## src/rtl/mem_port_arbiter_pkg.sv

```systemverilog
// rtl/mem_port_arbiter_pkg.sv - shared encodings and widths for the memory port arbiter
package mem_port_arbiter_pkg;

  localparam int DEF_DATA_W = 16;
  localparam int DEF_ADDR_W = 8;

  typedef enum logic [1:0] {
    IDLE   = 2'b00,
    ACCESS = 2'b01,
    RESP   = 2'b10
  } stateE;

  typedef enum logic {
    GNT_F = 1'b0,
    GNT_D = 1'b1
  } grantE;

  // A tie goes to whoever was not served last.
  function automatic grantE pickGrant(input logic reqF, input logic reqD, input grantE last);
    if (reqF && reqD) return (last == GNT_F) ? GNT_D : GNT_F;
    else if (reqD)    return GNT_D;
    else              return GNT_F;
  endfunction

endpackage

```

## src/rtl/mem_port_arbiter.sv

```systemverilog
// rtl/mem_port_arbiter.sv - round-robin arbiter sharing one memory port between fetch and data
module mem_port_arbiter
  import mem_port_arbiter_pkg::*;
#(
  parameter int DATA_W  = DEF_DATA_W,
  parameter int ADDR_W  = DEF_ADDR_W,
  parameter int MEM_LAT = 2
) (
  input  logic              clk,
  input  logic              rst,
  input  logic              req_f,
  input  logic [ADDR_W-1:0] addr_f,
  output logic              ack_f,
  input  logic              req_d,
  input  logic              we_d,
  input  logic [ADDR_W-1:0] addr_d,
  input  logic [DATA_W-1:0] wdata_d,
  output logic              ack_d,
  output logic [DATA_W-1:0] rdata,
  output logic              busy,
  output logic              mem_en,
  output logic              mem_we,
  output logic [ADDR_W-1:0] mem_addr,
  output logic [DATA_W-1:0] mem_wdata,
  input  logic [DATA_W-1:0] mem_rdata
);

  localparam logic [3:0] CNT_LAST = 4'(MEM_LAT - 1);

  stateE             state, stateNext;
  grantE             gnt, gntNext, last, lastNext, grantSel;
  logic              grantEn;
  logic [3:0]        cnt, cntNext;
  logic [DATA_W-1:0] rdataQ, rdataNext;
  logic [ADDR_W-1:0] latAddr, latAddrNext;
  logic              latWe, latWeNext;
  logic [DATA_W-1:0] latWdata, latWdataNext;

  always_ff @(posedge clk or posedge rst) begin
    if (rst) begin
      state    <= IDLE;
      gnt      <= GNT_F;
      last     <= GNT_D;
      cnt      <= '0;
      rdataQ   <= '0;
      latAddr  <= '0;
      latWe    <= 1'b0;
      latWdata <= '0;
    end else begin
      state    <= stateNext;
      gnt      <= gntNext;
      last     <= lastNext;
      cnt      <= cntNext;
      rdataQ   <= rdataNext;
      latAddr  <= latAddrNext;
      latWe    <= latWeNext;
      latWdata <= latWdataNext;
    end
  end

  always_comb begin
    stateNext    = state;
    gntNext      = gnt;
    lastNext     = last;
    cntNext      = cnt;
    rdataNext    = rdataQ;
    latAddrNext  = latAddr;
    latWeNext    = latWe;
    latWdataNext = latWdata;
    grantEn      = 1'b0;
    grantSel     = gnt;

    case (state)
      IDLE: begin
        if (req_f || req_d) begin
          grantEn  = 1'b1;
          grantSel = pickGrant(req_f, req_d, last);
        end
      end
      ACCESS: begin
        cntNext = cnt + 4'd1;
        if (cnt == CNT_LAST) begin
          cntNext   = '0;
          stateNext = RESP;
          if (!latWe) rdataNext = mem_rdata;
        end
      end
      RESP: begin
        // The served side still holds req while seeing its ack, so only the other side may chain.
        lastNext  = gnt;
        stateNext = IDLE;
        if ((gnt == GNT_F) ? req_d : req_f) begin
          grantEn  = 1'b1;
          grantSel = (gnt == GNT_F) ? GNT_D : GNT_F;
        end
      end
      default: stateNext = IDLE;
    endcase

    if (grantEn) begin
      gntNext      = grantSel;
      stateNext    = ACCESS;
      cntNext      = '0;
      latAddrNext  = (grantSel == GNT_D) ? addr_d : addr_f;
      latWeNext    = (grantSel == GNT_D) && we_d;
      latWdataNext = (grantSel == GNT_D) ? wdata_d : '0;
    end
  end

  assign mem_en    = (state == ACCESS);
  assign mem_we    = mem_en && latWe;
  assign mem_addr  = mem_en ? latAddr : '0;
  assign mem_wdata = mem_en ? latWdata : '0;
  assign ack_f     = (state == RESP) && (gnt == GNT_F);
  assign ack_d     = (state == RESP) && (gnt == GNT_D);
  assign busy      = (state != IDLE);
  assign rdata     = rdataQ;

endmodule
```

## config.mk

```make
export PLATFORM = sky130hd
export DESIGN_NAME = mem_port_arbiter
export DESIGN_NICKNAME = d
export VERILOG_FILES = /design/src/rtl/mem_port_arbiter_pkg.sv /design/src/rtl/mem_port_arbiter.sv
export SDC_FILE = /design/constraint.sdc
export NUM_CORES = 1
export LEC_CHECK = 0
export CAP_MARGIN = 40
export CORE_MARGIN = 3
export CORE_UTILIZATION = 38
export DETAILED_ROUTE_END_ITERATION = 7
export PLACE_DENSITY = 0.8
export SKIP_LAST_GASP = 1
export SYNTH_ARGS = -nofsm -noshare
export SYNTH_HDL_FRONTEND = slang
export SYNTH_SLANG_ARGS = --single-unit
```

## constraint.sdc

```tcl
create_clock -name clk -period 1.9 [get_ports clk]
set_clock_uncertainty 0.15 [all_clocks]
set_input_delay 0.19 -clock clk [delete_from_list [all_inputs] [get_ports clk]]
set_output_delay 0.19 -clock clk [all_outputs]
set_load 0.05 [all_outputs]
```

Word-level counts from Yosys, hierarchy flattened
Index checks and enable logic that the tools add are counted.
{"block": "classes", "bitwise": 2, "muxes": 21, "eq_ne": 5, "n_reduce_logical": 11, "add_sub_neg": 1}
{"op": "16-bit two-way mux", "count": 2}
{"op": "8-bit two-way mux", "count": 2}
{"op": "4-bit two-way mux", "count": 3}
{"op": "1-bit two-way mux", "count": 9}
{"op": "1-bit logical AND", "count": 5}
{"op": "4-bit by 1-bit adder with 4-bit output (second input constant)", "count": 1}
{"op": "4-bit by 1-bit == test with 1-bit output (second input constant)", "count": 1}
{"op": "2-bit two-way mux", "count": 2}
{"op": "1-bit case mux with 2 select lines", "count": 2}
{"op": "2-bit case mux with 2 select lines", "count": 1}
{"op": "2-bit nonzero test", "count": 2}
{"op": "3-bit by 1-bit inequality test with 1-bit output (second input constant)", "count": 1}
{"op": "3-bit AND reduction", "count": 1}
{"op": "2-bit by 1-bit == test with 1-bit output (second input constant)", "count": 1}
{"op": "2-bit == test (second input constant)", "count": 1}
{"op": "2-bit zero test", "count": 1}
{"op": "2-bit inequality test (second input constant)", "count": 1}
{"op": "1-bit inverter", "count": 2}
{"op": "2-bit AND reduction", "count": 1}
{"op": "1-bit logical OR", "count": 1}
{"block": "totals", "output_inout_bits": 45, "word_cells": 48, "in_bits": 53, "reg_bits": 49}

Depth between registers and ports, before layout
Gate-level depths: netlist of run 1.
{"block": "depth", "ltp_word": 5, "mapped_depth": 6, "mapped_depth_nobuf": 6}

Worst setup path after synthesis of run 1
Ideal clock, no wire load.
{"block": "synth_path", "path_kind": "flip-flop to output port", "start": "register state[1]", "end": "output port mem_wdata[10]", "t_required_ps": 1560, "arrival_ps": 1906, "n_path_buf": 2, "setup_slack_ps": -346, "path_stages_with_launch": 6, "cell_sequence": "dfrtp_1 buf_4 nand2b_4 inv_1 clkbuf_1 and2_1"}
{"block": "synth_via", "elab_chain_len": 2}
{"item": "start: declaration", "line": "mem_port_arbiter.sv:30", "text": "stateE state, stateNext;"}
{"item": "start signal: assignment", "line": "mem_port_arbiter.sv:50", "text": "state <= stateNext;"}
{"item": "2-bit by 1-bit == test with 1-bit output", "line": "mem_port_arbiter.sv:110", "text": "assign mem_en = (state == ACCESS);"}
{"item": "named net mem_en", "line": "mem_port_arbiter.sv:21", "text": "output logic mem_en,"}
{"item": "16-bit two-way mux", "line": "mem_port_arbiter.sv:113", "text": "assign mem_wdata = mem_en ? latWdata : '0;"}
{"item": "end: declaration", "line": "mem_port_arbiter.sv:24", "text": "output logic [DATA_W-1:0] mem_wdata,"}
The timed path passes the listed nets, and every way through them passes these cells.

Worst setup path after layout of run 1
{"block": "layout_path", "start": "register state[0]", "end": "output port mem_wdata[8]"}
{"block": "layout_via", "elab_chain_len": 2}
{"item": "2-bit by 1-bit == test with 1-bit output", "line": "mem_port_arbiter.sv:110"}
{"item": "16-bit two-way mux", "line": "mem_port_arbiter.sv:113"}
No other way between the ends.

==> results of run 1 <==
## kinds of logic (layout without fill, tap and decap cells)
kind of cell / Yosys count / after routing
compound gates: 50 / 50
flops: 49 / 49
buf+inv: 14 / 126
fa+ha+maj: 2 / 2
mux: 19 / 19
simple gates: 61 / 61
## metal layers
layer / routed length, um / track usage [%] / up-vias / share of wire (%)
li1: - / - / 918 / -
met1: 2510 / 21.8 / 920 / 43
met2: 2990 / 28.4 / 63 / 51
met3: 339 / 4.64 / 0 / 5.8
met4: 0 / 2.19 / 0 / 0
met5: 0 / 0 / - / 0
## through the flow
step | util [%] | setup WS [ns] | std cells | power [mW]
floorplan | - | 0.0539 | 195 | 4.89
global placement | 65.1 | 0.0328 | 364 | 6.91
detailed placement | 65.1 | -0.0365 | 364 | 7.01
CTS | 67.3 | 0.00550 | 373 | 7.78
global route | 68.7 | 0.00541 | 379 | 8.40
finish | 68.7 | 0.0666 | 379 | 7.99
## worst min-delay path, stage by stage
cell and delay, ns:
clkdlybuf4s50_1 0.39, o21ai_0 0.06, a31oi_1 0.08
## layout by cell type (no fill, tap or decap), drive strengths merged, types with 3 or more instances in the layout
cell type / netlist / routed
clkbuf: 3 / 8
nand3: 9 / 9
a22o: 17 / 17
inv: 5 / 5
a21o: 3 / 3
and2: 25 / 25
nor2: 16 / 16
clkdlybuf4s50: 0 / 68
nand2b: 3 / 3
a21oi: 7 / 7
mux2: 16 / 16
o21ai: 10 / 10
buf: 6 / 43
dfrtp: 48 / 48
mux2i: 3 / 3
a31oi: 9 / 9
## timing repair
| action | CTS | global route |
|---|---|---|
| pin swaps | 0 | 0 |
| hold endpoints to repair | 7 | 0 |
| resized for setup | 1 | 7 |
| cloned | 0 | 1 |
| setup buffers | 0 | 5 |
| setup endpoints to repair | 25 | 34 |
| hold buffers | 1 | 0 |
## registers in the layout, indices dropped and copies added (netlist names), named ones only
signal	count
latWe	1
rdata	16
last	1
latWdata	16
cnt	4
state	2
latAddr	8
## worst max-delay path by stage
stage              from  slack, ns  cells after the start             to
3_5_place_dp      req_d      -0.04                      4    latWdata[4]
3_3_place_gp      req_d       0.03                      4    latWdata[0]
2_1_floorplan  state[1]       0.05                      5  mem_wdata[10]
5_1_grt        state[0]      0.005                      5  mem_wdata[14]
4_1_cts        state[0]      0.005                      5  mem_wdata[13]
6_report       state[0]       0.07                      5   mem_wdata[8]
## area by class of cell
class | instances | share of cell area (%)
Clock buffer | 7 | 2.21
Clock inverter | 1 | 0.770
Inverter | 5 | 0.481
Multi-Input combinational cell | 132 | 26.1
Sequential cell | 49 | 31.5
Tap cell | 72 | 2.31
Timing Repair Buffer | 113 | 36.6
## power groups by stage
stage          Clock, mW  Sequential [mW]  Combinational [mW]
2_1_floorplan          0             2.39                2.50
3_3_place_gp           0             1.82                5.09
3_5_place_dp           0             1.85                5.16
4_1_cts            0.767             1.83                5.18
5_1_grt            0.820             1.91                5.67
6_report           0.750             1.83                5.41
==> results.sh, run 1 <==
export IMPL_status="finished, final reports clean"
export IMPL_finalCriticalPeriod_ns=1.83
export IMPL_setup_tns_ns=0
export IMPL_r2r_cells=6
export IMPL_regToRegEndpoint="rdata[11]"
export IMPL_syn_num_nets=250
export IMPL_dieArea_um2=7020
export IMPL_synth_top_family_by_area="compound AO/OA/AOI/OAI gates"
export IMPL_yosys_area_share_simple_pct=15.5
export IMPL_ios=98
export IMPL_cts_max_level=2
export IMPL_vias=1901
export IMPL_drt_pass1_iter_count=4
export IMPL_core_area_um2=5680
export IMPL_ir_drop_mv=1.11
export IMPL_viasPerCell=5.02
export IMPL_worst_path_max_fanout=14
export IMPL_cp_start_kind="register"
export IMPL_synthMostInstantiatedCell="dfrtp_1"
export IMPL_yosys_area_top_type_share_pct=52.3
export IMPL_crit_buf_inv=3
export IMPL_arrival_ns=1.49
export IMPL_hp_class="input pin to register"
export IMPL_setup_violations=0
export IMPL_start_util_pct=40.5
export IMPL_drt_initial_drc_count=73
export IMPL_regArea_um2=1230
export IMPL_relSlewSlack_pct=65.2
export IMPL_rsz0062_at_grt="false"
export IMPL_gp_congestion=0.709
export IMPL_whs_endpoint="latAddr[3]"
export IMPL_synth_compound_area_share_pct=15.7
export IMPL_p_sw_mw=3.52
export IMPL_finalHoldViolations=0
export IMPL_p_int_mw=4.47
export IMPL_cp_required_ns=1.56
export IMPL_fin_hold_ws_ns=0.316
export IMPL_synth_top_cell_by_area="dfrtp_1"
export IMPL_grt_max_degree=29
export IMPL_placed_area_um2=3690
export IMPL_ys_types=36
export IMPL_p_seq_share_pct=22.9
export IMPL_slew_violations=0
export IMPL_sw_frac_of_total_pct=44.0
export IMPL_totalWireLength_um=5840
export IMPL_synth_warnings=0
export IMPL_synthArstFlopShare_pct=100
export IMPL_die_x_um=83.8
export IMPL_clock_latency_ns=0.29
export IMPL_antenna_found_initial=0
export IMPL_route_detailed_wl_per_inst_um=15.4
export IMPL_post_route_period_util_pct=96.5
export IMPL_cpMaxStageDelayCell="dfrtp_2"
export IMPL_cts_buffers=5
export IMPL_antenna_cells=0
export IMPL_areaGrowthSynthToFinish_pct=69.7
export IMPL_drive_gt1_share_pct=31.3
export IMPL_synth_area_um2=2300
export IMPL_nNetsFinal=361
export IMPL_path_class="register to output pin"
export IMPL_postSynthAreaPerCell_um2=11.8
export IMPL_clockPowerShare_pct=9.4
export IMPL_min_path_cells=3
export IMPL_synth_xor_xnor_area_share_pct=0
export IMPL_critPathCaptureType="output pin"
export IMPL_multi_input_area_um2=1020
export IMPL_ys_seq_area_share_pct=53.4
export IMPL_reg2reg_from="cnt[1]"
export IMPL_p_comb_share_pct=67.7
export IMPL_grt_overflow=0
export IMPL_ys_flop_type="dfrtp_1"
export IMPL_clock_sinks=49
export IMPL_grt_pass1_wl_um=9730
export IMPL_yosys_top_cells_area="dfrtp_1, and2_1, mux2_4, a22o_1, mux2_2"
export IMPL_crit_family="flip-flops"
export IMPL_fill_cells=428
export IMPL_final_cell_area_um2=3900
export IMPL_std_cell_rows=27
export IMPL_power_density_nw_per_um2=2050
export IMPL_dp_hpwl_um=4330
export IMPL_synth_top_cells_by_count="dfrtp_1, and2_1, a22o_1, nor2_1, mux2_4"
export IMPL_synth_cells=195
export IMPL_drc=0
export IMPL_drv_cap=0
export IMPL_path_clk_slew_ns=0.09
export IMPL_synth_edf_count=0
export IMPL_worstMarginPinSlew_ns=0.520
export IMPL_cpPeakStageDelay_ns=0.46
export IMPL_grt_use_total_pct=16.7
export IMPL_postRouteAntennaNets=0
export IMPL_port_buffers=97
export IMPL_synth_seq_cells=49
export IMPL_cts_tree="built"
export IMPL_grt_pass1_vias=1922
export IMPL_r2r_slack_ns=0.13
export IMPL_leakagePower_nw=1.70
export IMPL_cts_buffer_depth=2
export IMPL_crit_chain="nand2b_4 -> inv_2 -> clkbuf_16 -> and2_2 -> buf_12"
export IMPL_synth_fa_ha_area_share_pct=1.09
export IMPL_cts_root_buf="clkbuf_8"
export IMPL_min_delay_start="addr_f[3]"
export IMPL_die_h_um=83.8
export IMPL_synthMuxAreaShare_pct=10.8
export IMPL_timing_fmax_mhz=545
No activity file was read; power rests on OpenSTA's default activity.
==> run 2: changes to the inputs <==
- TNS_END_PERCENT: not set -> 10
==> run 2 against run 1 <==
Against the previous run:
- routed wire length shrank 6.4%
- worst setup slack better by 0.0043 ns
- worst hold slack got worse by 0.25 ns
- count of clock-buffer cells in the layout fell by 1
- register-to-register slack about the same
- via count fell by 1.4%
- first-iteration DRC count is 44% lower
- fmax up 0.24%
- clock power up 2%
- sequential power is essentially flat
- sequential share of layout area up 0.41 points
- final cell count down 1.1%
- largest cell class unchanged
==> results.sh, run 2 (synthesized netlist as in run 1, its figures left out) <==
export IMPL_cp_required_ns=1.56
export IMPL_timing_fmax_mhz=547
export IMPL_ios=98
export IMPL_final_cell_area_um2=3850
export IMPL_nNetsFinal=357
export IMPL_grt_use_total_pct=15.7
export IMPL_arrival_ns=1.49
export IMPL_cp_start_kind="register"
export IMPL_worst_slack_ns=0.0710
export IMPL_totalWireLength_um=5470
export IMPL_grt_pass1_wl_um=9000
export IMPL_cts_tree="built"
export IMPL_critPathCaptureType="output pin"
export IMPL_final_cell_mix="clkdlybuf4s50_1, dfrtp_1, buf_12"
export IMPL_dp_cells=363
export IMPL_path_clk_slew_ns=0.09
export IMPL_antenna_found_initial=0
export IMPL_setup_tns_ns=0
export IMPL_leakagePower_nw=1.67
export IMPL_utilization_pct=67.8
export IMPL_cpPeakStageDelay_ns=0.82
export IMPL_std_cell_rows=27
export IMPL_crit_family="buffers and inverters"
export IMPL_slew_violations=0
export IMPL_postRouteAntennaNets=0
export IMPL_clock_sinks=49
export IMPL_rsz0062_at_grt="true"
export IMPL_die_x_um=83.8
export IMPL_drc=0
export IMPL_status="finished, final reports clean"
export IMPL_gp_congestion=0.723
export IMPL_setup_violations=0
export IMPL_cts_buffers=5
export IMPL_relSlewSlack_pct=54.3
export IMPL_grt_max_degree=32
export IMPL_antenna_cells=0
export IMPL_ir_drop_mv=1.20
export IMPL_worst_path_max_fanout=2
export IMPL_viasPerCell=5.00
export IMPL_cts_max_level=2
export IMPL_start_util_pct=40.5
export IMPL_dieArea_um2=7020
export IMPL_pre_cts_ws_ns=-0.0471
export IMPL_areaGrowthSynthToFinish_pct=67.5
export IMPL_finalCriticalPeriod_ns=1.83
export IMPL_ctsHoldBuffers=0
export IMPL_core_area_um2=5680
export IMPL_cts_buffer_depth=2
export IMPL_final_common_cell="clkdlybuf4s50_1"
export IMPL_cpMaxStageDelayCell="clkdlybuf4s50_1"
export IMPL_p_total_mw=7.85
export IMPL_final_cells=375
export IMPL_vias=1875
export IMPL_finalHoldViolations=0
export IMPL_drt_initial_drc_count=41
export IMPL_route_detailed_wl_per_inst_um=14.6
export IMPL_grt_overflow=0
export IMPL_placed_area_um2=3670
export IMPL_crit_chain="clkdlybuf4s50_1"
export IMPL_worstMarginPinSlew_ns=0.685
export IMPL_clock_latency_ns=0.29
export IMPL_drv_cap=0
export IMPL_drt_pass1_iter_count=4
export IMPL_dp_hpwl_um=4230
export IMPL_fin_hold_ws_ns=0.0658
export IMPL_crit_buf_inv=1
export IMPL_drive_gt1_share_pct=28.4
export IMPL_path_class="register to output pin"
export IMPL_post_route_period_util_pct=96.3
export IMPL_port_buffers=97
export IMPL_cts_root_buf="clkbuf_8"
export IMPL_hp_class="input pin to async pin"
export IMPL_die_h_um=83.8
export IMPL_grt_pass1_vias=1857
export IMPL_power_density_nw_per_um2=2040
## run 2: worst paths after layout
path / from / endpoint / slack, ns / cells past startpoint
min in group clk: addr_d[4] / latAddr[4] / 0.31 / 3
hold / removal: rst / rdata[4] / 0.07 / 2
max in group asynchronous: rst / state[0] / 1.02 / 3
setup reg to reg: cnt[1] / rdata[14] / 0.14 / 6
setup / recovery: rdata[4] / rdata[4] / 0.07 / 1
hold reg to reg: latWdata[12] / latWdata[12] / 0.35 / 1
## run 2: routing by layer
layer / wire length, um / vias to the layer above / share of wire, % / track usage (%)
met3: 284 / 2 / 5.2 / 4.05
met1: 2400 / 908 / 44 / 20.2
li1: - / 907 / - / -
met4: 25 / 0 / 0.46 / 3.07
met2: 2750 / 58 / 50 / 26.9
met5: 0 / - / 0 / 0
## run 2: repair_timing
action	in CTS	in global routing
pin swaps	0	0
endpoints found under the setup margin	17	39
setup buffers	0	4
resized for setup	2	8
## run 2: final cells by class
type / count / area (um2)
well taps: 72 / 90.1
flip-flops and latches: 49 / 1230
clock inverters: 2 / 37.5
fillers: 438 / 1830
multi-input cells: 132 / 1000
repair buffers: 109 / 1390
clock buffers: 6 / 82.6
inverters: 5 / 18.8
## run 2: power by group
group          leakage (nW)  total, mW  switching, mW  internal (mW)
combinational          1.01       5.26           2.82           2.44
clock                0.0574      0.764          0.336          0.428
sequential            0.600       1.83          0.309           1.52
total                  1.67       7.85           3.47           4.39
